File: src/rtl/trajectory_mem_reader_pkg.sv
// Shared constants and FSM encodings for the trajectory RAM reader and writer-side code.
package trajectory_mem_reader_pkg;

  localparam int unsigned TRAJ_DEPTH    = 400;
  localparam int unsigned TRAJ_ADDR_W   = 9;
  localparam int unsigned TRAJ_DATA_W   = 19;
  localparam int unsigned SCREEN_PIXELS = 307200;

  typedef logic [2:0] state_t;

  localparam state_t StIdle    = 3'd0;
  localparam state_t StLoad    = 3'd1;
  localparam state_t StIssue   = 3'd2;
  localparam state_t StWait    = 3'd3;
  localparam state_t StPresent = 3'd4;
  localparam state_t StFin     = 3'd5;

endpackage

File: src/rtl/trajectory_mem_reader.sv
// Walks the trajectory RAM once per start pulse and streams stored pixel addresses to the painter.
// Optional off-screen filtering and drop counter when TRAJ_BOUNDS_CHECK_EN is defined.
module trajectory_mem_reader
  import trajectory_mem_reader_pkg::*;
#(
  parameter int unsigned DEPTH      = TRAJ_DEPTH,
  parameter int unsigned ADDR_W     = TRAJ_ADDR_W,
  parameter int unsigned DATA_W     = TRAJ_DATA_W,
  parameter int unsigned RD_LATENCY = 2
) (
  input  logic              clock,
  input  logic              reset,
  input  logic              start,
  input  logic [ADDR_W-1:0] num_entries,
  output logic [ADDR_W-1:0] rd_draw_add,
  input  logic [DATA_W-1:0] rd_draw_out,
  output logic [DATA_W-1:0] pix_addr,
  output logic              pix_valid,
  input  logic              pix_ready,
  output logic              busy,
  output logic              done
`ifdef TRAJ_BOUNDS_CHECK_EN
  ,
  output logic [ADDR_W-1:0] drop_count
`endif
);

  localparam int unsigned     CNT_W     = (RD_LATENCY > 1) ? $clog2(RD_LATENCY) : 1;
  localparam logic [CNT_W-1:0] WAIT_LAST = CNT_W'(RD_LATENCY - 1);
  localparam logic [ADDR_W:0]  DEPTH_W   = (ADDR_W + 1)'(DEPTH);

  state_t            state_q, state_d;
  logic [ADDR_W-1:0] idx_q, idx_d;
  logic [ADDR_W-1:0] limit_q, limit_d;
  logic [CNT_W-1:0]  wcnt_q, wcnt_d;
  logic [ADDR_W-1:0] rd_add_q, rd_add_d;
  logic [DATA_W-1:0] pix_addr_q, pix_addr_d;
  logic              pix_valid_q, pix_valid_d;
  logic [ADDR_W:0]   idx_inc;
  logic              last_entry;
  logic              capture;
  logic              offscreen;

  assign idx_inc    = {1'b0, idx_q} + 1'b1;
  assign last_entry = (idx_inc == {1'b0, limit_q});
  assign capture    = (state_q == StWait) && (wcnt_q == WAIT_LAST);

`ifdef TRAJ_BOUNDS_CHECK_EN
  assign offscreen = (rd_draw_out >= DATA_W'(SCREEN_PIXELS));
`else
  assign offscreen = 1'b0;
`endif

  always_comb begin
    state_d     = state_q;
    idx_d       = idx_q;
    limit_d     = limit_q;
    wcnt_d      = wcnt_q;
    rd_add_d    = rd_add_q;
    pix_addr_d  = pix_addr_q;
    pix_valid_d = pix_valid_q;
    case (state_q)
      StIdle: begin
        if (start) begin
          limit_d = ({1'b0, num_entries} > DEPTH_W) ? DEPTH_W[ADDR_W-1:0] : num_entries;
          idx_d   = '0;
          state_d = StLoad;
        end
      end
      StLoad: state_d = (limit_q == '0) ? StFin : StIssue;
      StIssue: begin
        rd_add_d = idx_q;
        wcnt_d   = '0;
        state_d  = StWait;
      end
      StWait: begin
        if (capture) begin
          if (offscreen) begin
            // Dropped entries advance exactly like an accepted handshake.
            idx_d   = idx_inc[ADDR_W-1:0];
            state_d = last_entry ? StFin : StIssue;
          end else begin
            pix_addr_d  = rd_draw_out;
            pix_valid_d = 1'b1;
            state_d     = StPresent;
          end
        end else begin
          wcnt_d = wcnt_q + 1'b1;
        end
      end
      StPresent: begin
        if (pix_ready) begin
          pix_valid_d = 1'b0;
          idx_d       = idx_inc[ADDR_W-1:0];
          state_d     = last_entry ? StFin : StIssue;
        end
      end
      StFin:   state_d = StIdle;
      default: state_d = StIdle;
    endcase
  end

  always_ff @(posedge clock or posedge reset) begin
    if (reset) begin
      state_q     <= StIdle;
      idx_q       <= '0;
      limit_q     <= '0;
      wcnt_q      <= '0;
      rd_add_q    <= '0;
      pix_addr_q  <= '0;
      pix_valid_q <= 1'b0;
    end else begin
      state_q     <= state_d;
      idx_q       <= idx_d;
      limit_q     <= limit_d;
      wcnt_q      <= wcnt_d;
      rd_add_q    <= rd_add_d;
      pix_addr_q  <= pix_addr_d;
      pix_valid_q <= pix_valid_d;
    end
  end

`ifdef TRAJ_BOUNDS_CHECK_EN
  logic [ADDR_W-1:0] drop_q;

  always_ff @(posedge clock or posedge reset) begin
    if (reset) begin
      drop_q <= '0;
    end else if (state_q == StIdle && start) begin
      drop_q <= '0;
    end else if (capture && offscreen && drop_q != DEPTH_W[ADDR_W-1:0]) begin
      drop_q <= drop_q + 1'b1;
    end
  end

  assign drop_count = drop_q;
`endif

  assign rd_draw_add = rd_add_q;
  assign pix_addr    = pix_addr_q;
  assign pix_valid   = pix_valid_q;
  assign busy        = (state_q != StIdle);
  assign done        = (state_q == StFin);

endmodule

File: config.mk
export PLATFORM = sky130hd
export DESIGN_NAME = trajectory_mem_reader
export DESIGN_NICKNAME = d
export VERILOG_FILES = /design/src/rtl/trajectory_mem_reader_pkg.sv /design/src/rtl/trajectory_mem_reader.sv
export SDC_FILE = /design/constraint.sdc
export NUM_CORES = 1
export LEC_CHECK = 0
export BUFFER_PORTS_ARGS = -buffer_cell sky130_fd_sc_hd__clkbuf_2
export CORE_ASPECT_RATIO = 1.5
export CORE_UTILIZATION = 53
export DETAILED_ROUTE_END_ITERATION = 7
export PLACE_DENSITY = 0.8
export SETUP_SLACK_MARGIN = 0.02
export SLEW_MARGIN = 0
export SYNTH_ARGS = -nofsm -noshare
export SYNTH_HDL_FRONTEND = slang
export SYNTH_SLANG_ARGS = --single-unit
File: constraint.sdc
create_clock -name clock -period 5.55 [get_ports clock]
set_clock_uncertainty 0.1 [all_clocks]
set_input_delay 0.8325 -clock clock [delete_from_list [all_inputs] [get_ports clock]]
set_output_delay 0.8325 -clock clock [all_outputs]
set_load 0.05 [all_outputs]
Word-level counts from Yosys, hierarchy flattened
Cells that the tools add are included.

Flip-flop bits (word level): 51. Output and inout bits: 31. Word-level logic and storage cells: 48.

$add $sub $neg: 2. $lt $le $gt $ge: 1. Eq/ne operators: 10. Mux-type cells: 15. Reductions and logical operators: 13.

Operator list (count): 9-bit 2-to-1 mux (3); 9-bit one-hot mux with 2 select lines (1); 3-bit 2-to-1 mux (5); 3-bit one-hot mux with 5 select lines (1); 9-bit by 1-bit adder with 10-bit output, second input constant (1); 10-bit by 9-bit equality test with 1-bit output (1); 9-bit > comparator, second input constant (1); 9-bit zero test (1); 3-bit AND reduction (3); 2-bit inequality test, second input constant (4); 3-bit by 2-bit equality test with 1-bit output, second input constant (2); 3-bit equality test, second input constant (2); 2-bit AND reduction (3); 2-bit nonzero test (3); 1-bit one-hot mux with 2 select lines (2); 3-bit by 1-bit equality test with 1-bit output, second input constant (1); 3-bit zero test (1); 1-bit 2-to-1 mux (3); 3-bit nonzero test (1); 1-bit adder, second input constant (1); 1-bit logical AND (1).

Depth between registers and ports, before layout
Gate-level depths: netlist of run 1.

Word-level depth: 5. Mapped depth: 8. Mapped depth without buffers: 7.

Least setup slack after synthesis of run 1
OpenSTA, ideal clock, no wires.

Kind: register -> register. From: reg idx_q[0]. To: reg state_q[2]. Setup time: 67 ps. Arrival time: 1940 ps. Data required time: 5383 ps. Slack: 3444 ps. Stages on the path, launching flop included: 8. Period minus slack after synthesis: 2106 ps. Cells stage by stage: dfrtp_1 > ha_1 > clkbuf_1 > o22ai_1 > a211o_1 > a2111o_1 > nor4b_4 > a41o_1.

Word-level cells in the longest chain between the ends: 5.

RTL lines: start: declaration (line trajectory_mem_reader.sv:33) `logic [ADDR_W-1:0] idx_q, idx_d;`; start signal: assignment (line trajectory_mem_reader.sv:114) `idx_q <= idx_d;`; 9-bit by 1-bit adder with 10-bit output (line trajectory_mem_reader.sv:44) `assign idx_inc = {1'b0, idx_q} + 1'b1;`; 10-bit by 9-bit equality test with 1-bit output (line trajectory_mem_reader.sv:45) `assign last_entry = (idx_inc == {1'b0, limit_q});`; 3-bit 2-to-1 mux (line trajectory_mem_reader.sv:95) `state_d = last_entry ? StFin : StIssue;`; 3-bit 2-to-1 mux (line trajectory_mem_reader.sv:92) `if (pix_ready) begin`; 3-bit one-hot mux with 5 select lines (line trajectory_mem_reader.sv:62) `case (state_q)`; end signal: assignment (line trajectory_mem_reader.sv:105) `state_q <= StIdle;`; end signal: assignment (line trajectory_mem_reader.sv:113) `state_q <= state_d;`; end: declaration (line trajectory_mem_reader.sv:32) `state_t state_q, state_d;`.

No other way between the ends. The select of a mux whose other input is x is not followed. A chain may end at the register's enable or synchronous reset.

Worst setup path after layout of run 1
From: reg state_q[2]. To: out busy.

Word-level cells in the longest chain between the ends: 1.

RTL lines: 3-bit nonzero test (line trajectory_mem_reader.sv:142) `assign busy = (state_q != StIdle);`; end: declaration (line trajectory_mem_reader.sv:20) `output logic busy,`.

No other way between the ends.

==> summary.txt, run 1 <==
Timing
  • Setup_tns: 0 ns
  • Setup ws final: ~3.2 ns
  • RSZ-0062 raised after global routing: false
  • Period Utilization, post-route: a little over two fifths
  • Worst Tran Pin Value: 1.00 ns
  • Final setup fails: 0
  • Fin. max-slew vios: 0
  • Slew headroom: around 33%
  • Post-route minimum period: 2.40 ns
  • FMAX: about 0.42 GHz
  • Final hold vios: 0

Logic synthesis
  • Cells after Synth: between 200 and 250
  • Yosys reg bits: slightly above 50
  • Yosys warnings: 0
  • Ys flop type: dfrtp_1
  • Post-Syn Nets: approximately 260
  • Average cell area after synthesis: between 10 and 15 µm²
  • Asr flop ratio synth: 100%
  • Synthesized cell area: 2490 µm²
  • EDFF count, synth: 0
  • Sequential element share of the synthesized area: about 50%
  • Count of cell types in the netlist: 40

Clock network
  • Worst-path clk slew: about 0.090 ns
  • Clk sink count: 51
  • Hold-fix buffers at CTS: 0
  • Clock Latency Late Sink: 0.31 ns
  • CTS tree: done
  • Num CTS Buffers: 5
  • Post_cts resized: 0
  • # H-tree levels: 2
  • CTS Buffer Depth: 2
  • Root buffer cell: clkbuf_8
  • Post-CTS setup buffers: 0

Setup path
  • CP arrival: 1.47 ns
  • Reg2reg path depth: 6
  • CP Max Fanout: 13
  • Required time of the critical path: ~4.6 ns
  • Worst R2R End: idx_q[5]
  • Setup crit start kind: flip-flop
  • Reg2reg start: state_q[0]
  • Crit Path Category: reg -> out
  • Setup crit end kind: output pin
  • Worst R2R Setup Slack: approximately 3.3 ns

Final layout
  • Layout cell share with drive strength beyond 1: between 30 and 40%
  • Area occupied by registers: roughly 1300 µm²
  • Layout Nets: ~320
  • Most common cell after layout, fill and taps aside: clkbuf_2
  • Multi-input gate area: between 1000 and 1500 µm²
  • Most frequent cells in the layout: clkbuf_2 (62), dfrtp_1 (51), mux2_2 (32)
  • Fill count: roughly 380
  • Diodes inserted: 0
  • Area Overhead vs Synth: 15.1%

Power and ir drop
  • Leakage: roughly 1.4 nW
  • Peak VDD IR: ~0.00043 V
  • Cell Int Power: ~0.87 mW
  • Sequential share of power: a little under two fifths
  • Comb power frac: 49.4%
  • Net switching power: around 0.77 mW
  • Cell Pwr Density: between 500 and 600 nW/µm²
  • Clock power share: between 10% and 20%
  • Sw frac: a little under half

Die
  • IO Pins: 63
  • Starting Density: between 50% and 60%
  • DIE AREA: 4990 µm²
  • Die width: 58.0 µm
  • Std-Cell Rows: 30
  • Die H: approximately 86 µm
  • Core area: around 4500 µm²

GRT
  • Number of global-route vias before repair: ~1,900
  • First-pass GRT wire length: approximately 8300 µm
  • Largest net degree at the start of global routing: 52
  • Initial antenna violation count: 0
  • Global-route usage over all layers: ~22%
  • Total grt overflow: 0

Detailed routing
  • DRC errors left: 0
  • Drt total wl: between 5000 and 6000 µm
  • Initial DRC count: 63
  • Final antenna-violating net count: 0
  • Post-detailed-route wirelength per cell: roughly 15 µm
  • Via Count: approximately 1,900
  • DRT Pass-1 Iters: 6
  • Via density: 5.81

Placed design
  • Port bufs: 62
  • Detailed Place HPWL: ~3700 µm
  • Pre-CTS WS: between 3 and 4 ns
  • Final Wtd Congestion: 0.879

Job
  • Max cap viols: 0

Status
  • Status: completed

Min path
  • Min-Delay Path Depth: 2
  • Worst hold path endpoint: pix_valid
  • Hold Startpoint: pix_valid
  • Hold Crit Class: reg -> reg
==> final cells by class <==
class                      count  share of cell area (%)
clock buffer                   6                    2.53
multi-input combinational    152                    38.2
tap                           48                    2.09
inverter                      10                    1.31
timing repair buffer          62                    10.8
clock inverter                 2                   0.567
sequential                    51                    44.5
==> per-layer routing <==
| layer | GRT usage [%] | vias up | share of wire [%] |
|---|---|---|---|
| li1 | - | 914 | - |
| met1 | 25.0 | 936 | 39 |
| met2 | 38.1 | 63 | 54 |
| met3 | 4.68 | 10 | 3.8 |
| met4 | 12.1 | 0 | 2.5 |
| met5 | 0 | - | 0 |
==> worst max-delay path, cell delays in order (launching register included) <==
cell,delay [ns]
dfrtp_1,0.51
or3_1,0.41
clkbuf_2,0.24
==> worst max path at each step <==
| stage | start | endpoint | slack, ns |
|---|---|---|---|
| global placement | start | idx_q[5] | 3.28 |
| global route | state_q[0] | idx_q[2] | 3.07 |
| finish | state_q[2] | busy | 3.15 |
| detailed placement | start | idx_q[5] | 3.27 |
| floorplan | reset | idx_q[0] | 3.39 |
| CTS | state_q[2] | busy | 3.15 |
==> cell usage after synthesis (2+ instances only) <==
master / n / area share, %
buf_6: 3 / 1.4
nand2_1: 19 / 2.9
nand3_1: 8 / 1.6
dfrtp_1: 51 / 51
o31ai_1: 2 / 0.60
and3_1: 2 / 0.50
o22ai_1: 2 / 0.50
nor2b_1: 2 / 0.50
xor2_1: 6 / 2.1
nand3b_1: 3 / 0.90
a21oi_1: 9 / 1.8
o21ai_0: 18 / 3.6
mux2_2: 32 / 14
nor3_1: 7 / 1.4
xnor2_1: 5 / 1.8
clkbuf_1: 13 / 2.0
a22o_1: 6 / 2.1
nor2_1: 10 / 1.5
inv_1: 10 / 1.5
==> cell families after synthesis <==
kind of cell / synth area share, %
muxes: 14.5
buffers and inverters: 4.82
xor gates and xnor gates: 3.86
adders and majority gates: 0.502
AOI/OAI and AO/OA: 12.7
and+or+nand+nor: 12.5
DFF: 51.2
==> state kept, by name (all words and copies together), names as in the netlist <==
name and flops:
idx_q 9, wcnt_q 1, rd_draw_add 9, state_q 3, pix_addr 19, pix_valid 1, limit_q 9
==> power by group through the flow <==
stage          sequential, mW  combinational, mW  clock [mW]
6_report                0.616              0.811       0.216
5_1_grt                 0.635              0.862       0.232
4_1_cts                 0.615              0.816       0.220
3_5_place_dp            0.621              0.810           0
3_3_place_gp            0.616              0.794           0
2_1_floorplan           0.861              0.391           0
==> stage by stage <==
stage	cell area (µm²)	hold slack (ns)	std cells	util, %	power, mW
after global placement	2780	0.375	323	61.8	1.41
after detailed placement	2780	0.383	323	61.8	1.43
after CTS	2870	0.407	331	63.7	1.65
after floorplan	2490	0.391	229	-	1.25
final	2870	0.394	331	63.7	1.64
after global routing	2870	0.430	331	63.7	1.73
No activity file was read; power rests on OpenSTA's default activity.
==> inputs of run 2 (changes only) <==
- CORE_UTILIZATION: 53 -> 48
- PLACE_DENSITY: 0.8 -> 0.76
- clock period: 5.55 -> 2 ns (I/O delays scaled with it)
==> run 2 against run 1 <==
Against the previous run: the flow now finishes with violations (negative setup slack); clock-buffer cell count is 1 lower; critical path depth is 4 higher; design area is 8.8% higher; largest power group unchanged.
==> summary.txt, run 2 (synthesized netlist as in run 1, its figures left out) <==
Status
  • Status: complete, but fails checks
  • Failing checks: negative setup slack

Setup path
  • Setup crit end kind: flip-flop
  • Required time of the critical path: 2.14 ns
  • Crit Path Category: reg -> reg
  • Max incr delay on CP: 0.44 ns
  • Crit-path cells: and4_4 -> a22o_1 -> a211o_1 -> a2111o_1 -> nor4b_4 -> a41o_1
  • Slowest stage cell, crit path: dfrtp_1
  • CP Max Fanout: 3
  • Crit. Startpoint: idx_q[1]
  • Crit path buffers/inverters: 0
  • Reg2reg start: idx_q[1]
  • CP top delay family: compound AO/OA/AOI/OAI gates
  • Setup crit start kind: flip-flop
  • CP arrival: between 2 and 2.5 ns

Power and ir drop
  • Cell Pwr Density: about 1600 nW/µm²
  • Peak VDD IR: about 0.0011 V
  • Sequential share of power: 34.3%
  • Leakage: between 1.5 and 2 nW
  • Comb power frac: 50.9%
  • Net switching power: between 2 and 2.5 mW
  • PnR Total Power: roughly 4.9 mW
  • Cell Int Power: about 2.7 mW
  • Sw frac: a little under half
  • Clock power share: around 15%

Clock network
  • Num CTS Buffers: 5
  • Clk sink count: between 50 and 60
  • Clock Latency Late Sink: roughly 0.3 ns
  • # H-tree levels: 2
  • Hold-fix buffers at CTS: 0
  • CTS Buffer Depth: 2
  • Root buffer cell: clkbuf_8
  • Worst-path clk slew: 0.09 ns
  • CTS tree: done

Die
  • DIE AREA: between 5000 and 6000 µm²
  • Starting Density: 50.6%
  • IO Pins: between 60 and 70
  • Die width: just over 60 µm
  • Core area: 4930 µm²
  • Std-Cell Rows: 31
  • Die H: around 90 µm

Min path
  • Hold Crit Class: in -> async

GRT
  • Total grt overflow: 0
  • Global-route usage over all layers: between 20 and 25%
  • Initial antenna violation count: 0
  • First-pass GRT wire length: between 9000 and 10,000 µm
  • Largest net degree at the start of global routing: 52
  • Number of global-route vias before repair: about 2,000

Job
  • Max cap viols: 0

Detailed routing
  • Final antenna-violating net count: 0
  • DRC errors left: 0
  • Initial DRC count: 25
  • Via density: 5.37
  • Drt total wl: 5410 µm
  • Post-detailed-route wirelength per cell: between 10 and 15 µm
  • DRT Pass-1 Iters: 5
  • Via Count: roughly 2,000

Final layout
  • Most frequent cells in the layout: clkbuf_2 (62), dfrtp_1 (50), mux2_2 (32)
  • Max FFs per register: 19
  • Layout Nets: between 300 and 400
  • Post-route cell area: around 3100 µm²
  • Final Util: 63.4%
  • Area Overhead vs Synth: 25.2%
  • Layout cell share with drive strength beyond 1: ~44%
  • Most common cell after layout, fill and taps aside: clkbuf_2
  • Diodes inserted: 0

Placed design
  • Area after DPL: roughly 3000 µm²
  • Final Wtd Congestion: between 0.9 and 1
  • Detailed Place HPWL: approximately 4000 µm
  • Pre-CTS WS: -0.0342 ns
  • Port bufs: between 60 and 70

Timing
  • Final setup fails: 2
  • Setup ws final: -0.0248 ns
  • FMAX: 0.494 GHz
  • Post-route minimum period: a little over 2 ns
  • RSZ-0062 raised after global routing: true
  • Worst Tran Pin Value: 0.635 ns
  • Period Utilization, post-route: 101%
  • Slew headroom: ~58%
  • Fin. max-slew vios: 0
  • Final hold vios: 0
[run 2: layer usage]
metal	wire length (µm)	up-vias	global-route usage (%)	part of all wire, %
met3	192	7	3.01	3.5
met5	0	-	0	0
met1	2070	969	25.6	38
met2	3060	56	39.9	57
li1	-	965	-	-
met4	92	0	7.01	1.7
[run 2: worst paths after layout]
kind | to | slack (ns) | depth (start not counted)
setup / recovery | state_q[2] | -0.02 | 6
hold / removal | pix_addr[12] | 0.04 | 3
setup reg to reg | state_q[2] | -0.02 | 6
hold reg to reg | pix_valid | 0.40 | 2
max in group asynchronous | idx_q[4] | 1.32 | 3
min in group clock | pix_addr[16] | 0.12 | 2
[run 2: layout make-up]
class	count	area [µm²]
Clock buffer	5	68.8
Clock inverter	3	43.8
Fill cell	434	1800
Inverter	10	37.5
Multi-Input combinational cell	152	1130
Sequential cell	51	1280
Tap cell	66	82.6
Timing Repair Buffer	85	483
[run 2: power by group through the flow]
stage / clock network, mW / logic (mW) / registers (mW)
global route: 0.769 / 2.64 / 1.72
floorplan: 0 / 1.09 / 2.39
detailed placement: 0 / 2.44 / 1.67
global placement: 0 / 2.39 / 1.67
finish: 0.719 / 2.48 / 1.67
CTS: 0.734 / 2.47 / 1.67
[run 2: repair_timing]
action | CTS | global route
gates resized for setup | 2 | 3
setup endpoints to repair | 3 | 3
cloned | 0 | 0
buffers inserted | 1 | 0
pin swaps | 1 | 0
[run 2: through the flow]
step                      TNS [ns]  instances  hold slack, ns
after floorplan             -0.283        229           0.333
after global placement           0        363           0.362
after detailed placement   -0.0692        363           0.372
after CTS                  -0.0122        372          0.0646
after global routing        -0.213        372           0.103
final                      -0.0303        372          0.0366
[run 2: worst min-delay path: stages]
cell and delay, ns:
clkbuf_2 0.09, inv_2 0.04, buf_4 0.50
